`src/rtl/opl_timer_ctrl.sv`:
```
// OPL timer control/status: decodes bank-0 timer register writes, drives timer presets/starts,
// latches overflow flags into the status byte and IRQ. Overflow rise to irq_n low takes 2 clk edges.
module opl_timer_ctrl #(
  parameter int         REG_TIMER_WIDTH = 8,
  parameter logic [7:0] TIMER1_ADDR     = 8'h02,
  parameter logic [7:0] TIMER2_ADDR     = 8'h03,
  parameter logic [7:0] CTRL_ADDR       = 8'h04
) (
  input  logic                       clk,
  input  logic                       reset_n,
  input  logic                       wr,
  input  logic                       bank,
  input  logic [7:0]                 address,
  input  logic [7:0]                 din,
  input  logic                       timer1_overflow,
  input  logic                       timer2_overflow,
  output logic [REG_TIMER_WIDTH-1:0] timer1_init,
  output logic                       timer1_start,
  output logic [REG_TIMER_WIDTH-1:0] timer2_init,
  output logic                       timer2_start,
  output logic [7:0]                 status,
  output logic                       irq_n
);

  logic       wr_en;
  logic       wr_t1;
  logic       wr_t2;
  logic       wr_ctrl;
  logic       irq_rst;
  logic       ctrl_cfg;
  logic [1:0] ovf_s;
  logic [1:0] ovf_h;
  logic [1:0] ovf_rise;
  logic       mask1;
  logic       mask2;
  logic       ft1;
  logic       ft2;
  logic       ft1_nxt;
  logic       ft2_nxt;
  logic       unused_din;

  assign wr_en    = wr & ~bank;
  assign wr_t1    = wr_en && (address == TIMER1_ADDR);
  assign wr_t2    = wr_en && (address == TIMER2_ADDR);
  assign wr_ctrl  = wr_en && (address == CTRL_ADDR);
  assign irq_rst  = wr_ctrl & din[7];
  assign ctrl_cfg = wr_ctrl & ~din[7];

  assign unused_din = ^din[4:2];

  // Detect and history stages keep sampling while reset is held, so an overflow level
  // already high at release is seen as steady rather than as a fresh rising edge.
  always_ff @(posedge clk) begin
    ovf_s <= {timer2_overflow, timer1_overflow};
    ovf_h <= ovf_s;
  end

  assign ovf_rise = ovf_s & ~ovf_h;

  // Priority per flag: mask write clears > overflow set > IRQ-reset clear > hold.
  always_comb begin
    ft1_nxt = ft1;
    ft2_nxt = ft2;
    if (ovf_rise[0] && !mask1) begin
      ft1_nxt = 1'b1;
    end else if (irq_rst) begin
      ft1_nxt = 1'b0;
    end
    if (ovf_rise[1] && !mask2) begin
      ft2_nxt = 1'b1;
    end else if (irq_rst) begin
      ft2_nxt = 1'b0;
    end
    if (ctrl_cfg && din[6]) begin
      ft1_nxt = 1'b0;
    end
    if (ctrl_cfg && din[5]) begin
      ft2_nxt = 1'b0;
    end
  end

  always_ff @(posedge clk or negedge reset_n) begin
    if (!reset_n) begin
      timer1_init  <= '0;
      timer2_init  <= '0;
      timer1_start <= 1'b0;
      timer2_start <= 1'b0;
      mask1        <= 1'b0;
      mask2        <= 1'b0;
      ft1          <= 1'b0;
      ft2          <= 1'b0;
    end else begin
      if (wr_t1) begin
        timer1_init <= din[REG_TIMER_WIDTH-1:0];
      end
      if (wr_t2) begin
        timer2_init <= din[REG_TIMER_WIDTH-1:0];
      end
      if (ctrl_cfg) begin
        mask1        <= din[6];
        mask2        <= din[5];
        timer2_start <= din[1];
        timer1_start <= din[0];
      end
      ft1 <= ft1_nxt;
      ft2 <= ft2_nxt;
    end
  end

  assign status = {ft1 | ft2, ft1, ft2, 5'b0};
  assign irq_n  = ~(ft1 | ft2);

endmodule
```
`config.mk`:
```
export PLATFORM = sky130hd
export DESIGN_NAME = opl_timer_ctrl
export DESIGN_NICKNAME = d
export VERILOG_FILES = /design/src/rtl/opl_timer_ctrl.sv
export SDC_FILE = /design/constraint.sdc
export NUM_CORES = 1
export LEC_CHECK = 0
export ABC_AREA = 1
export CORE_ASPECT_RATIO = 0.75
export CORE_MARGIN = 2
export CORE_UTILIZATION = 41
export DETAILED_ROUTE_END_ITERATION = 16
export MAX_ROUTING_LAYER = met4
export PLACE_DENSITY = 0.78
export SETUP_SLACK_MARGIN = 0.15
export SLEW_MARGIN = 20
export SYNTH_ARGS = -nofsm -noshare
export SYNTH_HDL_FRONTEND = slang
export SYNTH_SLANG_ARGS = --single-unit
```
`constraint.sdc`:
```
create_clock -name clk -period 1.1 [get_ports clk]
set_input_delay 0.22 -clock clk [delete_from_list [all_inputs] [get_ports clk]]
set_output_delay 0.22 -clock clk [all_outputs]
set_load 0.01 [all_outputs]
```
Word level (Yosys, flattened, before mapping)

Index checks and enable logic that the tools add are counted.
W data, S select, Z words.

Equality and inequality tests: 3
Muxes and demuxes: 5
Bitwise logic cells: 9
Reductions and logical operators: 11

Operator list:

| cell                 | count |
|---|---|
| $eq A8 B2 Y1 const B | 2 |
| $eq A8 B3 Y1 const B | 1 |
| $logic_and A1 B1 Y1  | 7 |
| $reduce_bool A3 Y1   | 2 |
| $mux W1              | 5 |
| $and A1 B1 Y1        | 3 |
| $not A1 Y1           | 3 |
| $and A2 B2 Y2        | 1 |
| $logic_not A1 Y1     | 2 |
| $not A2 Y2           | 1 |
| $or A1 B1 Y1         | 1 |

Register bits after elaboration: 26
Bits of input ports: 22
Logic and storage cells: 38

Longest topological paths before layout

Depth in word-level cells: 7
Gate-level depth with buffers: 7
Mapped depth without buffers: 6

Least setup slack after synthesis

No wires, ideal clock.

Path type: input to register
Start point: in address[5]
End point: reg timer1_init[5]
Library setup time: 120 ps
Data arrival time: 867 ps
Slack: 113 ps
Cell stages on the path: 7
Cell sequence: nor2_1 nand2_2 nor2_4 nand2_4 buf_6 nand2_2 o21ai_2

Longest elaborated chain between the ends: 2

RTL lines:

| element                | RTL line | text |
|---|---|---|
| start: declaration     | 13       | `input logic [7:0] address,` |
| $eq A8 B2 Y1           | 43       | `assign wr_t1 = wr_en && (address == TIMER1_ADDR);` |
| $logic_and A1 B1 Y1    | 43       |  |
| end signal: assignment | 94       | `timer1_init <= din[REG_TIMER_WIDTH-1:0];` |
| end: declaration       | 17       | `output logic [REG_TIMER_WIDTH-1:0] timer1_init,` |

No other way between the ends.
A chain may end at the register's enable or synchronous reset.

Final worst setup path

Start point: reg ft2
End point: out status[7]

Longest elaborated chain between the ends: 1

RTL lines:

| element                  | RTL line | text |
|---|---|---|
| start: declaration       | 37       | `logic ft2;` |
| start signal: assignment | 106      | `ft2 <= ft2_nxt;` |
| $or A1 B1 Y1             | 110      | `assign status = {ft1 \| ft2, ft1, ft2, 5'b0};` |
| end: declaration         | 21       | `output logic [7:0] status,` |

No other way between the ends.

==> results.ini <==
[sta]
worst_clock_skew_ps=0.375
setup_violations=4
timing.final.hold_violations=0
rsz0062_at_grt=yes
maxSlewViolCount=0
fin_ws_ps=-72.8
fin_crit_sh_pct=107
fin_crit_ps=1170
final.setup.tns_ps=-188
max_freq_mhz=853

[cells_and_area]
drive_gt1_share_pct=62.2
ff_latch_area_sq_um=631
syn_to_final_growth_pct=67.2
nFillCells=213
antenna-diode-count=0
fin_nets=203
multi_input_area_sq_um=593
post-route-util_pct=72.8

[place]
io_buffers=43
hpwl_microns=1800
place_congestion=0.738
pre_cts_ws_ps=-472

[floorplanning]
core-area_sq_um=2640
rows=16
die_x_microns=65.2
die_height_microns=49.9
start_util_pct=43.6
ioPinCount=49
dieArea_sq_um=3250

[clock_tree]
clkSlewWorstSetupHoldPaths_ps=90
cts_htree_levels=1
cts_root_buffer=clkbuf_8
clk_latency_ps=260
hold_buffers=0
cts_tree=built
clock_sinks=26
cts_made_buffers=3
cts.path.max_buffers=2

[pwr]
peakVddDrop_v=0.000641
power_density_nw_per_um2=977
p_total_w=0.00188
p_leak_nw=0.926

[drt]
wl_per_cell_microns=14.3
vias_per_cell=4.56
drc=0
vias=985
drt_wl_total_microns=3080
first_pass_iters=4
drtAntennaViolNets=0
drtIter0Drc=9

[worst_setup_path]
crit_arrival_ps=950
cp.depth=3
r2r_cells=2
cp_max_fo=2
worst_path_max_delay_cell=dfrtp_1
start_kind=register
crit_path_max_incr_delay_ps=400
cp-end-kind=output port
critical_path_buf_inv_count=2
cp.required_ps=880
critical-path-top-delay-family=flip-flops
setup.worst_path.class=register to output port
cp_cell_sequence=nor2_2 -> inv_1 -> buf_2

[grt]
antenna_found_initial=0
overflow=0
grt_first_pass_wirelength_microns=4860
grt_max_degree=23
grt_pass1_vias=975
track_usage_pct=20.6

[outcome]
status=complete, but fails checks
violations=setup timing

[synthesis]
synthDistinctLibCells=19
yosys-top-cells-area=dfrtp_1 48%, o21ai_2 12%, dfxtp_1 7.0%
yosysSeqAreaShare_pct=54.8
synth_compound_area_share_pct=14.8
synth_top_family_by_area=simple AND/OR/NAND/NOR gates
syn_inst=111
syn-cell-area_sq_um=1150
synth_xor_area_share_pct=0
ys.warnings.count=0
synth_top_area_share_pct=47.8
synth_area_per_cell_sq_um=10.4
synth_seq_cells=26
yosys.area.top_type=dfrtp_1
synthAdderAreaFrac_pct=0
yosys.area_share.simple_pct=19.7
synthMuxAreaShare_pct=0

[min_path]
hp-class=primary input to asynchronous set/reset pin

[job]
drv_cap=0

logic make-up (layout without fill, tap and decap cells):
kind of cell,count (synthesis),count (layout)
AOI/OAI and AO/OA,22,22
and+or+nand+nor,41,44
buffers and inverters,21,83
other,1,5
DFF,26,26
timing repair:
item	CTS	global route
cloned	3	0
pin swaps	15	9
buffers inserted	10	7
gates resized for setup	142	23
endpoints found under the setup margin	44	43
power by group:
group	leakage [nW]	switching, W	internal (W)
clock network	0.0288	0.000291	0.000319
registers	0.329	0.0000134	0.000979
logic	0.568	0.000138	0.000139
Yosys cell counts, drive strengths merged:
library cell / instances
nor2: 8
buf: 9
nand3: 4
or3b: 2
o21ai: 20
nor3: 1
inv: 12
conb: 1
a21oi: 2
dfxtp: 4
dfrtp: 22
nand2: 26
through the flow:
stage	cell area, sq um	hold WS, ps	instances
after floorplan	1190	-75.6	115
after global placement	1650	328	192
after detailed placement	1650	330	192
after CTS	1810	289	209
after global routing	1920	294	216
final	1920	287	216
path summary, 6_finish.rpt:
check	startpoint	end	slack (ps)
min reg2reg	ovf_s[0]	ovf_h[0]	350
max reg2reg	mask2	ft2	160
min	reset_n	timer1_start	290
min in group clk	ovf_s[0]	ovf_h[0]	350
max in group asynchronous	reset_n	mask2	670
max	ft2	status[7]	-70
sequential cells by signal, summed over array words and instances, names as in the netlist:
signal        count
timer2_init       8
ft2               1
timer2_start      1
ovf_h             2
timer1_start      1
mask1             1
mask2             1
ft1               1
ovf_s             2
timer1_init       8
cell type report:
type,count,share of cell area [%]
clock buffer,4,2.86
multi-input combinational,71,30.8
sequential,26,32.8
tap,36,2.34
inverter,12,2.34
timing repair buffer,67,28.9
per-layer routing:
layer  global-route usage (%)  vias up  share of wire (%)
met2                     33.2       35                 48
met3                     4.11        2                5.6
met5                        -        -                  0
li1                         -      482                  -
met4                     5.21        0               0.32
met1                     26.8      466                 46
worst register-to-register path, stage by stage (launching register included):
cell and delay, ps:
dfrtp_1 390, or3b_4 370, a21oi_2 110
layout by cell type, fill, tap and decap left out:
cell and instances:
dfrtp_1 22, buf_4 20, buf_2 18, o21ai_2 16
nand2_1 12, nand2_2 11, clkdlybuf4s50_1 10, buf_6 9
inv_1 8, nor2_4 7, conb_1 5, inv_2 4
nand2_8 4, o21ai_1 4, clkbuf_8 4, clkbuf_2 4
dfxtp_1 4, nand3_4 3, buf_12 3, or3b_4 2
a21oi_2 2, nor2_2 1, nand3_1 1, nand2_4 1
nor3_4 1, nand3_2 1, dlygate4sd2_1 1, clkdlybuf4s15_1 1
buf_8 1
Note: power is estimated with default switching activity, not from simulation.
